===== config.mk =====
export PLATFORM = sky130hd
export DESIGN_NAME = corelet_ctrl_flat
export DESIGN_NICKNAME = d
export VERILOG_FILES = /design/src/rtl/corelet_ctrl_if.sv /design/src/rtl/corelet_ctrl.sv /design/src/flat_wrapper.sv
export SDC_FILE = /design/constraint.sdc
export NUM_CORES = 1
export LEC_CHECK = 0
export CORE_MARGIN = 2
export CORE_UTILIZATION = 55
export CTS_CLUSTER_DIAMETER = 30
export DETAILED_ROUTE_END_ITERATION = 8
export PLACE_DENSITY = 0.84
export SYNTH_ARGS = -nofsm -noshare
export SYNTH_HDL_FRONTEND = slang
export SYNTH_SLANG_ARGS = --single-unit

===== constraint.sdc =====
create_clock -name clk -period 2.5 [get_ports clk]
set_input_delay 0.75 -clock clk [delete_from_list [all_inputs] [get_ports clk]]
set_output_delay 0.75 -clock clk [all_outputs]
set_load 0.01 [all_outputs]

===== src/rtl/corelet_ctrl_if.sv =====
// Corelet-side bus of the convolution sequencer: SRAM read port, L0 strobes,
// MAC instruction and SFU controls, plus the L0/OFIFO status inputs.
interface corelet_ctrl_if #(
    parameter int addr_w = 11
);
    logic              xmem_cen;
    logic              xmem_wen;
    logic [addr_w-1:0] xmem_addr;
    logic              wr_l0;
    logic              rd_l0;
    logic              l0_full;
    logic              l0_ready;
    logic [1:0]        inst_w;
    logic              mode;
    logic              acc;
    logic              relu;
    logic              o_valid;

    // Handshake: a read issues in exactly the cycles where xmem_cen=0; the
    // controller lowers cen only while l0_ready=1 (and l0_full=0) in that same
    // cycle, so issue == request & ready. The L0 write strobe wr_l0 follows each
    // issue by one cycle. o_valid=1 means one OFIFO row is consumed that cycle.
    modport master (
        output xmem_cen, xmem_wen, xmem_addr, wr_l0, rd_l0,
        output inst_w, mode, acc, relu,
        input  l0_full, l0_ready, o_valid
    );

    modport slave (
        input  xmem_cen, xmem_wen, xmem_addr, wr_l0, rd_l0,
        input  inst_w, mode, acc, relu,
        output l0_full, l0_ready, o_valid
    );
endinterface


===== src/rtl/corelet_ctrl.sv =====
// Corelet sequencer: one convolution pass over all kernel positions.
// Optional CTRL_PERF_EN adds the stall_cnt performance counter output.
module corelet_ctrl #(
    parameter int row     = 4,
    parameter int col     = 4,
    parameter int len_kij = 9,
    parameter int len_nij = 16,
    parameter int addr_w  = 11
) (
    input  logic              clk,
    input  logic              reset,
    input  logic              start,
    corelet_ctrl_if.master    bus,
    output logic [3:0]        kij,
    output logic              busy,
    output logic              done,
    output logic [2:0]        state_dbg
`ifdef CTRL_PERF_EN
    ,
    output logic [15:0]       stall_cnt
`endif
);

    typedef enum logic [2:0] {
        IDLE, W_LOAD, W_KERN, A_LOAD, A_EXEC, DRAIN, NEXT, FIN
    } state_t;

    localparam int wd_limit = 4 * (len_nij + row + col);
    localparam int cnt_w    = $clog2(wd_limit + 1);

    localparam logic [cnt_w-1:0] one_c  = cnt_w'(1);
    localparam logic [cnt_w-1:0] col_c  = cnt_w'(col);
    localparam logic [cnt_w-1:0] nij_c  = cnt_w'(len_nij);
    localparam logic [cnt_w-1:0] kern_c = cnt_w'(2 * col + row);
    localparam logic [cnt_w-1:0] wd_c   = cnt_w'(wd_limit);
    localparam logic [3:0]       kij_last = 4'(len_kij - 1);
    localparam logic [addr_w-1:0] addr_one = addr_w'(1);

    state_t            state;
    logic [cnt_w-1:0]  cnt;
    logic [cnt_w-1:0]  wd;
    logic [addr_w-1:0] addr;
    logic              wr_q, rd_q, acc_q, relu_q;
    logic [1:0]        inst_q;

    logic              pending, can_issue, issue;
    logic [addr_w-1:0] next_w_base;

    // Issue is qualified by l0_ready in the same cycle so no address is ever lost.
    always_comb begin
        pending = 1'b0;
        if (state == W_LOAD) pending = (cnt < col_c);
        if (state == A_LOAD) pending = (cnt < nij_c);
        can_issue = bus.l0_ready & ~bus.l0_full;
        issue     = pending & can_issue;
    end

    assign next_w_base = addr_w'(len_nij) + addr_w'(kij + 4'd1) * addr_w'(col);

    assign bus.xmem_cen  = ~issue;
    assign bus.xmem_wen  = 1'b1;
    assign bus.xmem_addr = addr;
    assign bus.wr_l0     = wr_q;
    assign bus.rd_l0     = rd_q;
    assign bus.inst_w    = inst_q;
    assign bus.mode      = 1'b0;
    assign bus.acc       = acc_q;
    assign bus.relu      = relu_q;
    assign state_dbg     = state;

    always_ff @(posedge clk or posedge reset) begin
        if (reset) begin
            state  <= IDLE;
            cnt    <= '0;
            wd     <= '0;
            addr   <= '0;
            kij    <= 4'd0;
            busy   <= 1'b0;
            done   <= 1'b0;
            wr_q   <= 1'b0;
            rd_q   <= 1'b0;
            inst_q <= 2'b00;
            acc_q  <= 1'b0;
            relu_q <= 1'b0;
        end else begin
            wr_q <= issue;
            done <= 1'b0;
            case (state)
                IDLE: begin
                    if (start) begin
                        state <= W_LOAD;
                        busy  <= 1'b1;
                        kij   <= 4'd0;
                        cnt   <= '0;
                        addr  <= addr_w'(len_nij);
                    end
                end
                W_LOAD: begin
                    // The cnt==col cycle is the one carrying the final wr_l0.
                    if (cnt == col_c) begin
                        state <= W_KERN;
                        cnt   <= '0;
                    end else if (issue) begin
                        cnt  <= cnt + one_c;
                        addr <= addr + addr_one;
                    end
                end
                W_KERN: begin
                    cnt <= cnt + one_c;
                    if (cnt < col_c) begin
                        rd_q   <= 1'b1;
                        inst_q <= 2'b01;
                    end else begin
                        rd_q   <= 1'b0;
                        inst_q <= 2'b00;
                    end
                    if (cnt == kern_c) begin
                        state <= A_LOAD;
                        cnt   <= '0;
                        addr  <= '0;
                    end
                end
                A_LOAD: begin
                    if (cnt == nij_c) begin
                        state <= A_EXEC;
                        cnt   <= '0;
                    end else if (issue) begin
                        cnt  <= cnt + one_c;
                        addr <= addr + addr_one;
                    end
                end
                A_EXEC: begin
                    if (cnt == nij_c) begin
                        rd_q   <= 1'b0;
                        inst_q <= 2'b00;
                        state  <= DRAIN;
                        cnt    <= '0;
                        wd     <= '0;
                        acc_q  <= (kij != 4'd0);
                        relu_q <= (kij == kij_last);
                    end else begin
                        rd_q   <= 1'b1;
                        inst_q <= 2'b10;
                        cnt    <= cnt + one_c;
                    end
                end
                DRAIN: begin
                    wd <= wd + one_c;
                    if (bus.o_valid) cnt <= cnt + one_c;
                    // Leave on the last row, or when the watchdog window is used up.
                    if ((bus.o_valid && cnt == nij_c - one_c) || wd == wd_c - one_c) begin
                        state  <= NEXT;
                        acc_q  <= 1'b0;
                        relu_q <= 1'b0;
                    end
                end
                NEXT: begin
                    if (kij == kij_last) begin
                        state <= FIN;
                        busy  <= 1'b0;
                        done  <= 1'b1;
                    end else begin
                        kij   <= kij + 4'd1;
                        state <= W_LOAD;
                        cnt   <= '0;
                        addr  <= next_w_base;
                    end
                end
                FIN: state <= IDLE;
                default: state <= IDLE;
            endcase
        end
    end

`ifdef CTRL_PERF_EN
    logic stall_evt;
    assign stall_evt = (pending & ~can_issue) | ((state == DRAIN) & ~bus.o_valid);

    always_ff @(posedge clk or posedge reset) begin
        if (reset) begin
            stall_cnt <= 16'd0;
        end else if (state == IDLE && start) begin
            stall_cnt <= 16'd0;
        end else if (stall_evt && stall_cnt != 16'hFFFF) begin
            stall_cnt <= stall_cnt + 16'd1;
        end
    end
`endif

endmodule


===== src/flat_wrapper.sv =====
// flat-port wrapper written by rule: the top's interface ports become plain ports
module corelet_ctrl_flat 
#(
    parameter int row     = 4,
    parameter int col     = 4,
    parameter int len_kij = 9,
    parameter int len_nij = 16,
    parameter int addr_w  = 11
)
  (clk, reset, start, kij, busy, done, state_dbg, bus_xmem_cen, bus_xmem_wen, bus_xmem_addr, bus_wr_l0, bus_rd_l0, bus_inst_w, bus_mode, bus_acc, bus_relu, bus_l0_full, bus_l0_ready, bus_o_valid);
  corelet_ctrl_if #(.addr_w(addr_w)) bus_i ();
  input  logic clk;
  input  logic reset;
  input  logic start;
  output logic [3:0] kij;
  output logic busy;
  output logic done;
  output logic [2:0] state_dbg;
  output wire logic [$bits(bus_i.xmem_cen)-1:0] bus_xmem_cen;
  output wire logic [$bits(bus_i.xmem_wen)-1:0] bus_xmem_wen;
  output wire logic [$bits(bus_i.xmem_addr)-1:0] bus_xmem_addr;
  output wire logic [$bits(bus_i.wr_l0)-1:0] bus_wr_l0;
  output wire logic [$bits(bus_i.rd_l0)-1:0] bus_rd_l0;
  output wire logic [$bits(bus_i.inst_w)-1:0] bus_inst_w;
  output wire logic [$bits(bus_i.mode)-1:0] bus_mode;
  output wire logic [$bits(bus_i.acc)-1:0] bus_acc;
  output wire logic [$bits(bus_i.relu)-1:0] bus_relu;
  input wire logic [$bits(bus_i.l0_full)-1:0] bus_l0_full;
  input wire logic [$bits(bus_i.l0_ready)-1:0] bus_l0_ready;
  input wire logic [$bits(bus_i.o_valid)-1:0] bus_o_valid;
  assign bus_xmem_cen = bus_i.xmem_cen;
  assign bus_xmem_wen = bus_i.xmem_wen;
  assign bus_xmem_addr = bus_i.xmem_addr;
  assign bus_wr_l0 = bus_i.wr_l0;
  assign bus_rd_l0 = bus_i.rd_l0;
  assign bus_inst_w = bus_i.inst_w;
  assign bus_mode = bus_i.mode;
  assign bus_acc = bus_i.acc;
  assign bus_relu = bus_i.relu;
  assign bus_i.l0_full = bus_l0_full;
  assign bus_i.l0_ready = bus_l0_ready;
  assign bus_i.o_valid = bus_o_valid;
  corelet_ctrl #(.row(row), .col(col), .len_kij(len_kij), .len_nij(len_nij), .addr_w(addr_w)) u_core (.clk(clk), .reset(reset), .start(start), .bus(bus_i), .kij(kij), .busy(busy), .done(done), .state_dbg(state_dbg));
endmodule

== Word-level counts from Yosys, hierarchy flattened ==
Cells that the tools add are included.

* Latch bits: 0
* Memories kept: 0
* ROM bits: 0
* Bits in writable memories: 0
* Bits in registers: 40

* Eq/ne operators: 24
* Mux-type cells: 47
* Div/mod/pow operators: 0
* Add/subtract/negate cells: 6
* $lt $le $gt $ge: 2
* Reductions and logical operators: 16
* Multiply operators: 0
* Bitwise gates (word level): 4
* Shifts and indexed selects: 0

{| class="wikitable"
|+ Operators with widths
! kind !! count
|-
| 2-to-1 mux 11 bit || 6
|-
| 2-to-1 mux 7 bit || 9
|-
| case mux 11 bit (5 select lines) || 1
|-
| case mux 7 bit (7 select lines) || 1
|-
| case mux 3 bit (8 select lines) || 1
|-
| 2-to-1 mux 3 bit || 7
|-
| adder 7 x 1 -> 7 bit, second input constant || 2
|-
| == test 7 x 4 -> 1 bit, second input constant || 2
|-
| inequality test 2 bit, second input constant || 7
|-
| case mux 7 bit (2 select lines) || 1
|-
| == test 3 bit, second input constant || 4
|-
| 2-to-1 mux 1 bit || 12
|-
| AND reduction 6 bit || 2
|-
| adder 11 x 1 -> 11 bit, second input constant || 1
|-
| adder 5 x 11 -> 11 bit, first input constant || 1
|-
| AND reduction 3 bit || 3
|-
| 2-to-1 mux 4 bit || 2
|-
| inequality test 2 x 1 -> 1 bit, second input constant || 4
|-
| case mux 1 bit (2 select lines) || 4
|-
| case mux 4 bit (2 select lines) || 1
|-
| == test 7 x 3 -> 1 bit, second input constant || 1
|-
| == test 7 x 5 -> 1 bit, second input constant || 1
|-
| == test 7 bit, second input constant || 1
|-
| < comparator 7 x 3 -> 1 bit, second input constant || 1
|-
| other kinds (19) || 24
|}

== Logic depth before layout (Yosys ltp) ==
* Depth after elaboration: 7
* Mapped depth: 9
* Mapped depth without buffers: 7

== Worst setup path before layout ==
Ideal clock, no wire load.

* Kind: reg2reg
* Start: register u_core.state[1], in the netlist u_core.state_dbg[1]
* End: register u_core.cnt[5]
* Slack: 152 ps
* Buffers on the path: 1
* Setup time: 124 ps
* Arrival time: 2224 ps
* Stages on the path, launching flop included: 9
* Path through: dfrtp_1 -> inv_1 -> clkbuf_1 -> ha_1 -> inv_1 -> a22o_1 -> a211o_1 -> a31o_2 -> a211o_1

* Longest elaborated chain between the ends: 7
* Elaborated cells between the ends (all ways): 19
* Those cells by class: eq/ne: 9; mux: 6; bitwise: 1; reduce/logical: 3

{| class="wikitable"
|+ RTL lines
! item !! line !! source
|-
| start, declared || corelet_ctrl.sv:39 || <nowiki>state_t state;</nowiki>
|-
| start signal, assigned || corelet_ctrl.sv:73 || <nowiki>state <= IDLE;</nowiki>
|-
| start signal, assigned || corelet_ctrl.sv:91 || <nowiki>state <= W_LOAD;</nowiki>
|-
| start signal, assigned || corelet_ctrl.sv:101 || <nowiki>state <= W_KERN;</nowiki>
|-
| == test 3 x 1 -> 1 bit || corelet_ctrl.sv:52, corelet_ctrl.sv:88 ||
|-
| 2-to-1 mux 1 bit || corelet_ctrl.sv:52 || <nowiki>if (state == W_LOAD) pending = (cnt < col_c);</nowiki>
|-
| 2-to-1 mux 1 bit || corelet_ctrl.sv:53 || <nowiki>if (state == A_LOAD) pending = (cnt < nij_c);</nowiki>
|-
| bitwise AND 1 bit || corelet_ctrl.sv:55 || <nowiki>issue = pending & can_issue;</nowiki>
|-
| 2-to-1 mux 7 bit || n/a ||
|-
| 2-to-1 mux 7 bit (on tied branches) || n/a ||
|-
| case mux 7 bit (7 select lines) || corelet_ctrl.sv:88 || <nowiki>case (state)</nowiki>
|-
| end signal, assigned || corelet_ctrl.sv:104 || <nowiki>cnt <= cnt + one_c;</nowiki>
|-
| end signal, assigned || corelet_ctrl.sv:109 || <nowiki>cnt <= cnt + one_c;</nowiki>
|-
| end signal, assigned || corelet_ctrl.sv:128 || <nowiki>cnt <= cnt + one_c;</nowiki>
|-
| end, declared || corelet_ctrl.sv:40 || <nowiki>logic [cnt_w-1:0] cnt;</nowiki>
|}

Parallel ways exist; a longest one is shown, timed or not.
A chain may end at the register's enable or synchronous reset.

== Worst setup path after layout ==
* Start: input port bus_l0_ready
* End: output port bus_xmem_cen

* Longest elaborated chain between the ends: 3

{| class="wikitable"
|+ RTL lines
! item !! line !! source
|-
| start, declared || flat_wrapper.sv:29 || <nowiki>input wire logic [$bits(bus_i.l0_ready)-1:0] bus_l0_ready;</nowiki>
|-
| bitwise AND 1 bit || corelet_ctrl.sv:54 || <nowiki>can_issue = bus.l0_ready & ~bus.l0_full;</nowiki>
|-
| bitwise AND 1 bit || corelet_ctrl.sv:55 ||
|-
| NOT 1 bit || corelet_ctrl.sv:60 || <nowiki>assign bus.xmem_cen = ~issue;</nowiki>
|-
| end, declared || flat_wrapper.sv:19 || <nowiki>output wire logic [$bits(bus_i.xmem_cen)-1:0] bus_xmem_cen;</nowiki>
|}

No other way between the ends.

==> flow_summary.json <==
{
  "grt_max_degree": 41,
  "netlist_area_sq_um": 2500,
  "synth-edff-count": 0,
  "multi_input_area_sq_um": 1400,
  "antenna_found_initial": 0,
  "via_count": 2399,
  "pin_count": 35,
  "hold_end": "u_core.bus.xmem_addr[9]",
  "initial_core_util": 0.571,
  "worst_hold_path_type": "reg2reg",
  "r2r_cells": 7,
  "setup_viol": 0,
  "rows": 24,
  "root_buffer": "clkbuf_8",
  "yosys_warnings": 0,
  "max_freq_mhz": 412,
  "clk_latency_ps": 290,
  "numClockSinks": 40,
  "crit_path_end_kind": "output port",
  "syn_nets": 308,
  "timing.rr.start": "u_core.cnt[0]",
  "crit_arrival_ps": 1680,
  "die_h_microns": 71.5,
  "synthCells": 292,
  "synthDistinctLibCells": 57,
  "place_area_sq_um": 2950,
  "yosysSeqAreaShare": 0.400,
  "path_max_fanout": 2,
  "status": "completed",
  "post-route-min-period_ps": 2430,
  "fill_cells": 376,
  "max_slew_margin": 0.549,
  "final_common_cell": "dfrtp_1",
  "h-tree-depth": 2,
  "finClkSkew_ps": 5.73,
  "holdPathStages": 1,
  "startpoint_type": "input port",
  "post-route-cell-area_sq_um": 3050,
  "wl_met1_microns": 2850,
  "rr_endpoint": "u_core.bus.xmem_addr[5]",
  "hold_violations": 0,
  "peakVddDrop_mv": 0.535,
  "ys_seq_elements": 40,
  "cts_made_buffers": 5,
  "avgRoutedWirePerCell_microns": 15.9,
  "setup_ws_ps": 72.8,
  "hold_ws_ps": 514,
  "wl_met2_microns": 2990,
  "place_ws_ps": -305,
  "p_per_area_nw_per_um2": 903,
  "synth_flop_cell": "dfrtp_1",
  "setup.worst_path.start": "bus_l0_ready",
  "core-area_sq_um": 4380,
  "grt_pass1_vias": 2202,
  "area_delta_synth_final_pct": 21.6,
  "first_iter_violations": 122,
  "dr.pass1.iters": 4,
  "totalWireLength_microns": 6120,
  "die_w_microns": 71.5,
  "gp_congestion": 0.892,
  "final-max-slew-violation-count": 0,
  "maxCapViolations": 0,
  "cts_tree": "built",
  "crit_required_ps": 1750,
  "grt-ovfl-total": 0,
  "ant_nets": 0,
  "hp-start": "u_core.bus.xmem_addr[9]",
  "top_layer_used": "met4",
  "hpwlAfterDp_microns": 4370,
  "via_per_inst": 6.22,
  "power_leakage_nw": 1.38,
  "fin_nets": 349,
  "rsz0062_at_grt": "false",
  "worstMarginPinSlew_ps": 670,
  "globalRouteTotalUtil": 0.248,
  "cts_setup_buffers": 0,
  "path_clk_slew_ps": 80,
  "finalCritPeriodShare": 0.971,
  "dr_wl_met3_microns": 239,
  "dieArea_sq_um": 5110,
  "worstSetupPathType": "in2out",
  "drive_gt1_frac": 0.102,
  "antenna_cells": 0,
  "drc": 0,
  "numPortBuffers": 32,
  "cts_buffer_depth": 2,
  "final_cell_mix": "dfrtp_1, clkdlybuf4s50_1, nor2_1, o21ai_0, nand2_1",
  "reg2reg_slack_ps": 250,
  "grt_pass1_wl_microns": 10300,
  "syn_avg_cell_area_sq_um": 8.57,
  "seq_area_sq_um": 1000,
  "synthArstFlopShare": 1.00
}
-- worst max path at each step --
stage,endpoint,slack [ps],cells past startpoint
after floorplan,u_core.cnt[5],150,8
after global placement,bus_xmem_cen,-300,4
after detailed placement,bus_xmem_cen,-300,4
after CTS,bus_xmem_cen,70,4
after global routing,bus_xmem_cen,30,4
final,bus_xmem_cen,70,4
-- power breakdown --
part	switching, mW	internal (mW)
clock	0.231	0.220
sequential	0.128	0.764
combinational	0.814	0.594
total	1.17	1.58
-- synth_stat cells, drive strengths merged, types with 7 or more instances --
cell,count,area [sq um]
nor2,29,111
o21ai,38,190
clkbuf,10,37.5
nor3,7,35.0
ha,10,125
dfrtp,40,1000
and3,9,56.3
inv,12,45.0
o31ai,8,60.1
nand2,25,93.8
a21oi,7,35.0
nand3,10,50.1
-- metal layers --
layer,GRT usage,up-vias
met5,0,-
met3,0.0492,4
met4,0.0629,0
met1,0.350,1175
li1,-,1156
met2,0.393,64
-- critical path, stage by stage --
cell and delay [ps]:
clkdlybuf4s50_1 470, nor2b_4 140, nand4_1 130, buf_2 180
-- what timing repair did --
item | in CTS | in global routing
setup endpoints to repair | 1 | 1
gates resized for setup | 5 | 1
pin swaps | 0 | 0
hold buffers | 0 | 0
-- cell families after synthesis --
group / synth area share
xor gates and xnor gates: 0.0140
other: 0.00300
DFF: 0.400
and+or+nand+nor: 0.236
muxes: 0.00899
adders and majority gates: 0.0500
buffers and inverters: 0.0445
AOI/OAI and AO/OA: 0.244
-- metrics by stage --
stage	setup TNS, ps	cells	power, mW	util
2_1_floorplan	0	292	1.78	-
3_3_place_gp	-298	378	2.25	0.673
3_5_place_dp	-399	378	2.29	0.673
4_1_cts	0	386	2.74	0.693
5_1_grt	0	386	2.96	0.695
6_report	0	386	2.75	0.695
-- layout make-up --
cell class	count	share of cell area
Clock buffer	6	0.0271
Inverter	12	0.0148
Tap cell	52	0.0214
Multi-Input combinational cell	225	0.459
Timing Repair Buffer	49	0.145
Clock inverter	2	0.00329
Sequential cell	40	0.329
-- state kept, by name, summed over array words and instances, names as in the netlist --
signal                cells
u_core.bus.xmem_addr     11
u_core.cnt                7
u_core.wd                 7
u_core.kij                4
u_core.state_dbg          3
u_core.bus.inst_w         2
u_core.bus.acc            1
u_core.bus.rd_l0          1
u_core.bus.relu           1
u_core.bus.wr_l0          1
u_core.busy               1
u_core.done               1
Power figures use the tool's default switching activity.
